File: src/rtl/fpaddsub_execute_pipe_if.sv
// Handshake and data bus of the FP add/sub mantissa execute stage.
// The master side drives operations in and accepts results; the slave side is the stage itself.
interface fpaddsub_execute_pipe_if #(
  parameter int MAN_W = 23,
  parameter int TAG_W = 8
);
  localparam int MW = MAN_W + 2;

  logic              in_valid;
  logic              in_ready;
  logic [MW-1:0]     mmax;
  logic [2*MW-1:0]   mmin;
  logic              smax;
  logic              smin;
  logic              op_mode;
  logic [TAG_W-1:0]  tag_in;

  logic              out_valid;
  logic              out_ready;
  logic [MW:0]       sum;
  logic              opr;
  logic              cout;
  logic              guard;
  logic              sticky;
  logic              zero;
  logic [TAG_W-1:0]  tag_out;

  modport master (
    output in_valid, mmax, mmin, smax, smin, op_mode, tag_in, out_ready,
    input  in_ready, out_valid, sum, opr, cout, guard, sticky, zero, tag_out
  );

  modport slave (
    input  in_valid, mmax, mmin, smax, smin, op_mode, tag_in, out_ready,
    output in_ready, out_valid, sum, opr, cout, guard, sticky, zero, tag_out
  );
endinterface

File: src/rtl/fpaddsub_execute_pipe.sv
// Mantissa add/sub stage of the FP adder, between align and normalise.
// Resolves the effective op, extracts guard/sticky from the shifted-out bits,
// forms the 1's-complement subtrahend with a compensating carry and produces the
// raw (MW+1)-bit sum. PIPE=2 splits operand prep and the adder across two
// registers; any value other than 2 builds the single-register form (only 1 and
// 2 are legal). Valid/ready flow control lets normalise/round stall the stage.
module fpaddsub_execute_pipe #(
  parameter int MAN_W = 23,
  parameter int PIPE  = 2,
  parameter int TAG_W = 8
) (
  input logic                     clk,
  input logic                     rst,
  fpaddsub_execute_pipe_if.slave  bus
);
  localparam int MW = MAN_W + 2;

  logic             guard_c;
  logic             sticky_c;
  logic             opr_c;
  logic             opc_c;
  logic [MW:0]      b_c;
  logic [MW:0]      opb_c;

  logic             in_ready_c;
  logic             accept;
  logic             out_fire;

  logic             o_valid;
  logic [MW:0]      o_sum;
  logic             o_opr;
  logic             o_cout;
  logic             o_guard;
  logic             o_sticky;
  logic             o_zero;
  logic [TAG_W-1:0] o_tag;

  // Operand preparation: effective op, rounding bits and the possibly inverted subtrahend.
  // The +1 that turns ~b into -b is only added when nothing was shifted out; otherwise the
  // missing +1 acts as the borrow from the discarded fraction.
  always_comb begin
    guard_c  = bus.mmin[MW-1];
    sticky_c = |bus.mmin[MW-2:0];
    opr_c    = bus.op_mode ^ bus.smax ^ bus.smin;
    b_c      = {1'b0, bus.mmin[2*MW-1:MW]};
    opb_c    = opr_c ? ~b_c : b_c;
    opc_c    = opr_c & ~(guard_c | sticky_c);
  end

  assign accept   = bus.in_valid & in_ready_c;
  assign out_fire = o_valid & bus.out_ready;

  assign bus.in_ready  = in_ready_c;
  assign bus.out_valid = o_valid;
  assign bus.sum       = o_sum;
  assign bus.opr       = o_opr;
  assign bus.cout      = o_cout;
  assign bus.guard     = o_guard;
  assign bus.sticky    = o_sticky;
  assign bus.zero      = o_zero;
  assign bus.tag_out   = o_tag;

  generate
    if (PIPE == 2) begin : g_pipe2
      logic             s1_valid;
      logic [MW-1:0]    s1_mmax;
      logic [MW:0]      s1_opb;
      logic             s1_opc;
      logic             s1_opr;
      logic             s1_guard;
      logic             s1_sticky;
      logic [TAG_W-1:0] s1_tag;
      logic             s1_moves;
      logic [MW:0]      sum_c;
      logic             zero_c;

      assign s1_moves   = s1_valid & (~o_valid | out_fire);
      assign in_ready_c = ~s1_valid | s1_moves;
      assign sum_c      = {1'b0, s1_mmax} + s1_opb + {{MW{1'b0}}, s1_opc};
      assign zero_c     = (sum_c == '0) & ~s1_guard & ~s1_sticky;

      // Operand register: loads on accept, empties when its op moves to the sum register.
      always_ff @(posedge clk) begin
        if (rst) begin
          s1_valid  <= 1'b0;
          s1_mmax   <= '0;
          s1_opb    <= '0;
          s1_opc    <= 1'b0;
          s1_opr    <= 1'b0;
          s1_guard  <= 1'b0;
          s1_sticky <= 1'b0;
          s1_tag    <= '0;
        end else if (accept) begin
          s1_valid  <= 1'b1;
          s1_mmax   <= bus.mmax;
          s1_opb    <= opb_c;
          s1_opc    <= opc_c;
          s1_opr    <= opr_c;
          s1_guard  <= guard_c;
          s1_sticky <= sticky_c;
          s1_tag    <= bus.tag_in;
        end else if (s1_moves) begin
          s1_valid  <= 1'b0;
        end
      end

      // Sum register: captures the adder result when the operand stage moves on, holds under stall.
      always_ff @(posedge clk) begin
        if (rst) begin
          o_valid  <= 1'b0;
          o_sum    <= '0;
          o_opr    <= 1'b0;
          o_cout   <= 1'b0;
          o_guard  <= 1'b0;
          o_sticky <= 1'b0;
          o_zero   <= 1'b0;
          o_tag    <= '0;
        end else if (s1_moves) begin
          o_valid  <= 1'b1;
          o_sum    <= sum_c;
          o_opr    <= s1_opr;
          o_cout   <= s1_opc;
          o_guard  <= s1_guard;
          o_sticky <= s1_sticky;
          o_zero   <= zero_c;
          o_tag    <= s1_tag;
        end else if (out_fire) begin
          o_valid  <= 1'b0;
        end
      end
    end else begin : g_pipe1
      logic [MW:0] sum_c;
      logic        zero_c;

      assign in_ready_c = ~o_valid | out_fire;
      assign sum_c      = {1'b0, bus.mmax} + opb_c + {{MW{1'b0}}, opc_c};
      assign zero_c     = (sum_c == '0) & ~guard_c & ~sticky_c;

      // Single result register after the full operand prep and add.
      always_ff @(posedge clk) begin
        if (rst) begin
          o_valid  <= 1'b0;
          o_sum    <= '0;
          o_opr    <= 1'b0;
          o_cout   <= 1'b0;
          o_guard  <= 1'b0;
          o_sticky <= 1'b0;
          o_zero   <= 1'b0;
          o_tag    <= '0;
        end else if (accept) begin
          o_valid  <= 1'b1;
          o_sum    <= sum_c;
          o_opr    <= opr_c;
          o_cout   <= opc_c;
          o_guard  <= guard_c;
          o_sticky <= sticky_c;
          o_zero   <= zero_c;
          o_tag    <= bus.tag_in;
        end else if (out_fire) begin
          o_valid  <= 1'b0;
        end
      end
    end
  endgenerate
endmodule

File: src/flat_wrapper.sv
// flat-port wrapper written by rule: the top's interface ports become plain ports
module fpaddsub_execute_pipe_flat 
#(
  parameter int MAN_W = 23,
  parameter int PIPE  = 2,
  parameter int TAG_W = 8
)
  (clk, rst, bus_in_valid, bus_mmax, bus_mmin, bus_smax, bus_smin, bus_op_mode, bus_tag_in, bus_out_ready, bus_in_ready, bus_out_valid, bus_sum, bus_opr, bus_cout, bus_guard, bus_sticky, bus_zero, bus_tag_out);
  fpaddsub_execute_pipe_if #(.MAN_W(MAN_W), .TAG_W(TAG_W)) bus_i ();
  input logic clk;
  input logic rst;
  input wire logic [$bits(bus_i.in_valid)-1:0] bus_in_valid;
  input wire logic [$bits(bus_i.mmax)-1:0] bus_mmax;
  input wire logic [$bits(bus_i.mmin)-1:0] bus_mmin;
  input wire logic [$bits(bus_i.smax)-1:0] bus_smax;
  input wire logic [$bits(bus_i.smin)-1:0] bus_smin;
  input wire logic [$bits(bus_i.op_mode)-1:0] bus_op_mode;
  input wire logic [$bits(bus_i.tag_in)-1:0] bus_tag_in;
  input wire logic [$bits(bus_i.out_ready)-1:0] bus_out_ready;
  output wire logic [$bits(bus_i.in_ready)-1:0] bus_in_ready;
  output wire logic [$bits(bus_i.out_valid)-1:0] bus_out_valid;
  output wire logic [$bits(bus_i.sum)-1:0] bus_sum;
  output wire logic [$bits(bus_i.opr)-1:0] bus_opr;
  output wire logic [$bits(bus_i.cout)-1:0] bus_cout;
  output wire logic [$bits(bus_i.guard)-1:0] bus_guard;
  output wire logic [$bits(bus_i.sticky)-1:0] bus_sticky;
  output wire logic [$bits(bus_i.zero)-1:0] bus_zero;
  output wire logic [$bits(bus_i.tag_out)-1:0] bus_tag_out;
  assign bus_i.in_valid = bus_in_valid;
  assign bus_i.mmax = bus_mmax;
  assign bus_i.mmin = bus_mmin;
  assign bus_i.smax = bus_smax;
  assign bus_i.smin = bus_smin;
  assign bus_i.op_mode = bus_op_mode;
  assign bus_i.tag_in = bus_tag_in;
  assign bus_i.out_ready = bus_out_ready;
  assign bus_in_ready = bus_i.in_ready;
  assign bus_out_valid = bus_i.out_valid;
  assign bus_sum = bus_i.sum;
  assign bus_opr = bus_i.opr;
  assign bus_cout = bus_i.cout;
  assign bus_guard = bus_i.guard;
  assign bus_sticky = bus_i.sticky;
  assign bus_zero = bus_i.zero;
  assign bus_tag_out = bus_i.tag_out;
  fpaddsub_execute_pipe #(.MAN_W(MAN_W), .PIPE(PIPE), .TAG_W(TAG_W)) u_core (.clk(clk), .rst(rst), .bus(bus_i));
endmodule
File: config.mk
export PLATFORM = sky130hd
export DESIGN_NAME = fpaddsub_execute_pipe_flat
export DESIGN_NICKNAME = d
export VERILOG_FILES = /design/src/rtl/fpaddsub_execute_pipe_if.sv /design/src/rtl/fpaddsub_execute_pipe.sv /design/src/flat_wrapper.sv
export SDC_FILE = /design/constraint.sdc
export NUM_CORES = 1
export LEC_CHECK = 0
export BUFFER_PORTS_ARGS = -buffer_cell sky130_fd_sc_hd__clkbuf_2
export CORE_ASPECT_RATIO = 2
export CORE_MARGIN = 3
export CORE_UTILIZATION = 35
export CTS_CLUSTER_DIAMETER = 120
export DETAILED_ROUTE_END_ITERATION = 8
export GPL_ROUTABILITY_DRIVEN = 1
export GPL_TIMING_DRIVEN = 0
export PLACE_DENSITY = 0.68
export SYNTH_ARGS = -nofsm -noshare
export SYNTH_HDL_FRONTEND = slang
export SYNTH_SLANG_ARGS = --single-unit
File: constraint.sdc
create_clock -name clk -period 4 [get_ports clk]
set_input_delay 0.8 -clock clk [delete_from_list [all_inputs] [get_ports clk]]
set_output_delay 0.8 -clock clk [all_outputs]
set_load 0.1 [all_outputs]
Yosys cells after proc, flatten, opt, wreduce, memory -nomap -nowiden
Cells that the tools add are included.
- bits in registers: 104
- bits of input ports: 90
- output and inout bits: 41
- logic and storage cells: 44
- add/sub/neg operators: 2
- multiplexer cells: 5
- bitwise logic cells: 17
- reductions and logical operators: 4
- operator list (cell ; count):
    adder 25 x 26 -> 26 bit ; 1
    adder 26 x 1 -> 26 bit ; 1
    logical NOT 26 bit ; 1
    2-to-1 mux 26 bit ; 1
    NOT 25 -> 26 bit ; 1
    OR reduction 24 bit ; 1
    AND 1 bit ; 6
    NOT 1 bit ; 5
    2-to-1 mux 1 bit ; 4
    nonzero test 2 bit ; 2
    OR 1 bit ; 3
    XOR 1 bit ; 2

Depth between registers and ports, before layout
- depth in word-level cells: 6
- gate-level depth with buffers: 11
- depth with buffers taken out: 11

Worst setup path before layout
No wires, ideal clock.
- path type: register -> register
- start point: register u_core.g_pipe2.s1_opc
- end point: register u_core.o_zero, in the netlist u_core.bus.zero
- setup time: 61 ps
- arrival time: 2964 ps
- required time: 3939 ps
- setup slack: 975 ps
- cell stages (with the launch flop): 12
- path buffers: 0
- period minus slack after synthesis: 3025 ps
- path through: dfxtp_1 -> fa_1 -> fa_1 -> a211oi_1 -> o21ai_1 -> nand3_1 -> nand3_2 -> a31o_1 -> a211o_1 -> a2111oi_2 -> nand4bb_1 -> nand2_1
- cells in the longest elaborated chain, start to end: 4
- RTL lines (element ; RTL line ; source):
    start, declared ; fpaddsub_execute_pipe.sv:68 ; logic s1_opc;
    start signal, assigned ; fpaddsub_execute_pipe.sv:97 ; s1_opc <= opc_c;
    adder 26 x 1 -> 26 bit ; fpaddsub_execute_pipe.sv:79 ; assign sum_c = {1'b0, s1_mmax} + s1_opb + {{MW{1'b0}}, s1_opc};
    logical NOT 26 bit ; fpaddsub_execute_pipe.sv:80 ; assign zero_c = (sum_c == '0) & ~s1_guard & ~s1_sticky;
    AND 1 bit (2 in a row) ; fpaddsub_execute_pipe.sv:80 ;
    end signal, assigned ; fpaddsub_execute_pipe.sv:125 ; o_zero <= zero_c;
    end, declared ; fpaddsub_execute_pipe.sv:35 ; logic o_zero;
Every way passes these cells.
A chain may end at the register's enable or synchronous reset.

Worst setup path after layout
Ends and elaborated chain as after synthesis.

==> results.md <==
- # nets final: 921
- DIE AREA: 0.0168 mm²
- Setup crit end kind: register
- Pre-antenna DRT Iters: 4
- Outcome: completed
- Cell taking the most area after synthesis: dfxtp_1
- Post-CTS sizing: 0
- Antenna diodes: 0
- Total power draw: 2720 µW
- Share of the synthesized area in the top cell type: 38.7%
- Skew final: 17.2 ps
- Ys async rst share: 0%
- Met2 wire len: 8.86 mm
- Highest routed layer: met4
- Worst-path maximum fanout: 5
- Ys flop type: dfxtp_1
- Crit Path Class: reg2reg
- CTS tree: built
- CTS sink count: 103
- Initial antenna violation count: 0
- Worst EP required: 4320 ps
- Max Cap Viol: 0
- Vias per std cell: 5.14
- Post-Syn Instances: 664
- Largest net degree at the start of global routing: 22
- Hold_sp: u_core.bus.sum[23]
- Synthesized area per cell: 8.02 µm²
- Final hold violation count: 0
- Number of global-route vias before repair: 5043
- Post-CTS Hold Buffers: 0
- Part of the cycle the worst path needs: 87.8%
- First DRT Iteration DRCs: 239
- I/O Buffers: 130
- Die height: 180 µm
- Netlist cell types: 59
- Critical Path AT: 3830 ps
- Synth Cell Area: 0.00532 mm²
- Detail Route Antenna Nets: 0
- DRC: 0
- Setup tns final: 0 ps
- Die X: 93.2 µm
- P per Cell Area: 416 mW/mm²
- GR Overflow Total: 0
- Post-CTS setup buffer count: 0
- Seq cells post-synth: 103
- Total Wirelength: 16.0 mm
- Setup WS pre-CTS: 535 ps
- Peak supply drop: 0.000183 V
- Final WS setup: 489 ps
- Gr usage total: 19.3%
- Cts bufs inserted: 9
- Util after Layout: 43.8%
- Avg WL per Cell: 16.0 µm
- H-tree Lvls: 3
- RSZ-0062 raised after global routing: false
- Site row count: 63
- Top cells by area, synth: dfxtp_1 39%, nand2_1 9.2%, a21oi_1 7.7%
- Post-synthesis sequential area ratio: 38.7%
- Routed via count: 5169
- Max-slew violations: 0
- Syn nets: 780
- CTS root buffer: clkbuf_16
- Leak: 0.00287 µW
- Routed met3 length: 701 µm
- Warning count from the yosys run: 0
- Final Setup Violations: 0
- Initial core utilization: 35.7%
- Post-synth EDFFs: 0
- Startpoint types: register
- Core Region: 0.0149 mm²
- Worst rel slew slack: 30.2%
- Detail Placement HPWL: 12.8 mm
- Max Root-Sink Buffers: 2
- Global-route wire length before repair: 25.3 mm
- WL met1: 6.02 mm
- Least-Margin Pin Slew: 1040 ps
- Worst R2R Start: u_core.g_pipe2.s1_opc
- Clock latency on the worst-skew pair: 370 ps
- Share of layout cells above drive strength 1: 19.5%
- Achievable Freq: 285 MHz
- Io pins: 131
- Period minus WS final: 3510 ps
- Setup crit start: u_core.g_pipe2.s1_opc
- Area growth, synth to finish: 22.7%
- Clk slew on worst S/H paths: 80 ps
- HP Class: reg2reg
- Placer congestion estimate: 0.896
## metrics by stage
stage,hold slack (ps),cells,instance area [µm²]
6_report,456,1005,6530
5_1_grt,469,1005,6530
4_1_cts,458,1005,6530
3_5_place_dp,447,989,6220
3_3_place_gp,437,989,6220
2_1_floorplan,432,664,5320
## routing by layer
layer,vias to the layer above,global-route usage [%]
met3,24,3.34
li1,2652,-
met1,2359,20.2
met4,0,7.69
met5,-,0
met2,134,36.8
## logic make-up after synthesis
group,share of synthesized area (%)
simple gates,21.9
fa+ha+maj,6.39
compound gates,23.0
buf+inv,3.13
xor+xnor,6.42
flops,38.7
mux,0.376
## sequential cells by signal (all words and copies together) (netlist names)
register                  cells
u_core.bus.opr                1
u_core.g_pipe2.s1_sticky      1
u_core.g_pipe2.s1_valid       1
u_core.g_pipe2.s1_mmax       25
u_core.g_pipe2.s1_opr         1
u_core.bus.out_valid          1
u_core.bus.zero               1
u_core.g_pipe2.s1_opc         1
u_core.g_pipe2.s1_tag         8
u_core.bus.cout               1
u_core.bus.tag_out            8
u_core.bus.sum               26
u_core.bus.guard              1
u_core.bus.sticky             1
u_core.g_pipe2.s1_opb        25
u_core.g_pipe2.s1_guard       1
## path summary, 6_finish.rpt
check                           slack (ps)                  to  depth (start not counted)
worst min-delay path                   460  u_core.bus.sum[23]                          2
worst max-delay path                   490     u_core.bus.zero                         11
worst min register to register         460  u_core.bus.sum[23]                          2
worst max register to register         490     u_core.bus.zero                         11
## layout make-up
type	count	area, µm²
multi-input combinational	517	3100
clock inverter	7	86.3
inverter	3	11.3
timing repair buffer	130	651
buffer	41	155
fill	1582	8370
clock buffer	9	225
sequential	103	2060
tap	195	244
## critical path, stage by stage, from the launching register on
cell and delay, ps:
dfxtp_1 360, fa_1 490, fa_1 450, a211oi_1 420, o21ai_1 240, nand3_1 180, nand3_2 150, a31o_1 240
a211o_1 330, a2111oi_2 370, nand4bb_1 140, nand2_1 80
## layout by cell type, fill, tap and decap left out, types with 12 or more instances in the layout
| cell | synthesis | layout |
|---|---|---|
| clkbuf_1 | 36 | 36 |
| a21oi_1 | 82 | 82 |
| nand3_1 | 13 | 13 |
| nor2_1 | 56 | 56 |
| a21o_1 | 14 | 14 |
| a211oi_1 | 34 | 34 |
| nor3_1 | 12 | 12 |
| dfxtp_1 | 103 | 103 |
| clkbuf_2 | 0 | 130 |
| nand2_1 | 131 | 131 |
| xor2_1 | 31 | 31 |
| ha_1 | 24 | 24 |
## power by group
part / switching (µW) / total (µW) / leakage [µW] / internal [µW]
combinational: 466 / 681 / 0.00187 / 215
sequential: 41.0 / 1130 / 0.000847 / 1090
clock: 456 / 904 / 0.000151 / 448
## Yosys cell counts (4+ instances only)
cell type	count
o21ai_1	4
a21oi_1	82
xor2_1	31
o211ai_1	6
ha_1	24
o31ai_1	4
and3_1	7
nor2b_1	6
a21o_1	14
nand2b_1	7
and2_1	4
nor3_1	12
a211oi_1	34
nor2_1	56
clkbuf_1	36
nand3_1	13
xnor2_1	8
nor4_1	6
o21ai_0	9
nand4_1	5
dfxtp_1	103
buf_1	4
a31oi_1	6
nand2_1	131
No activity file was read; power rests on OpenSTA's default activity.
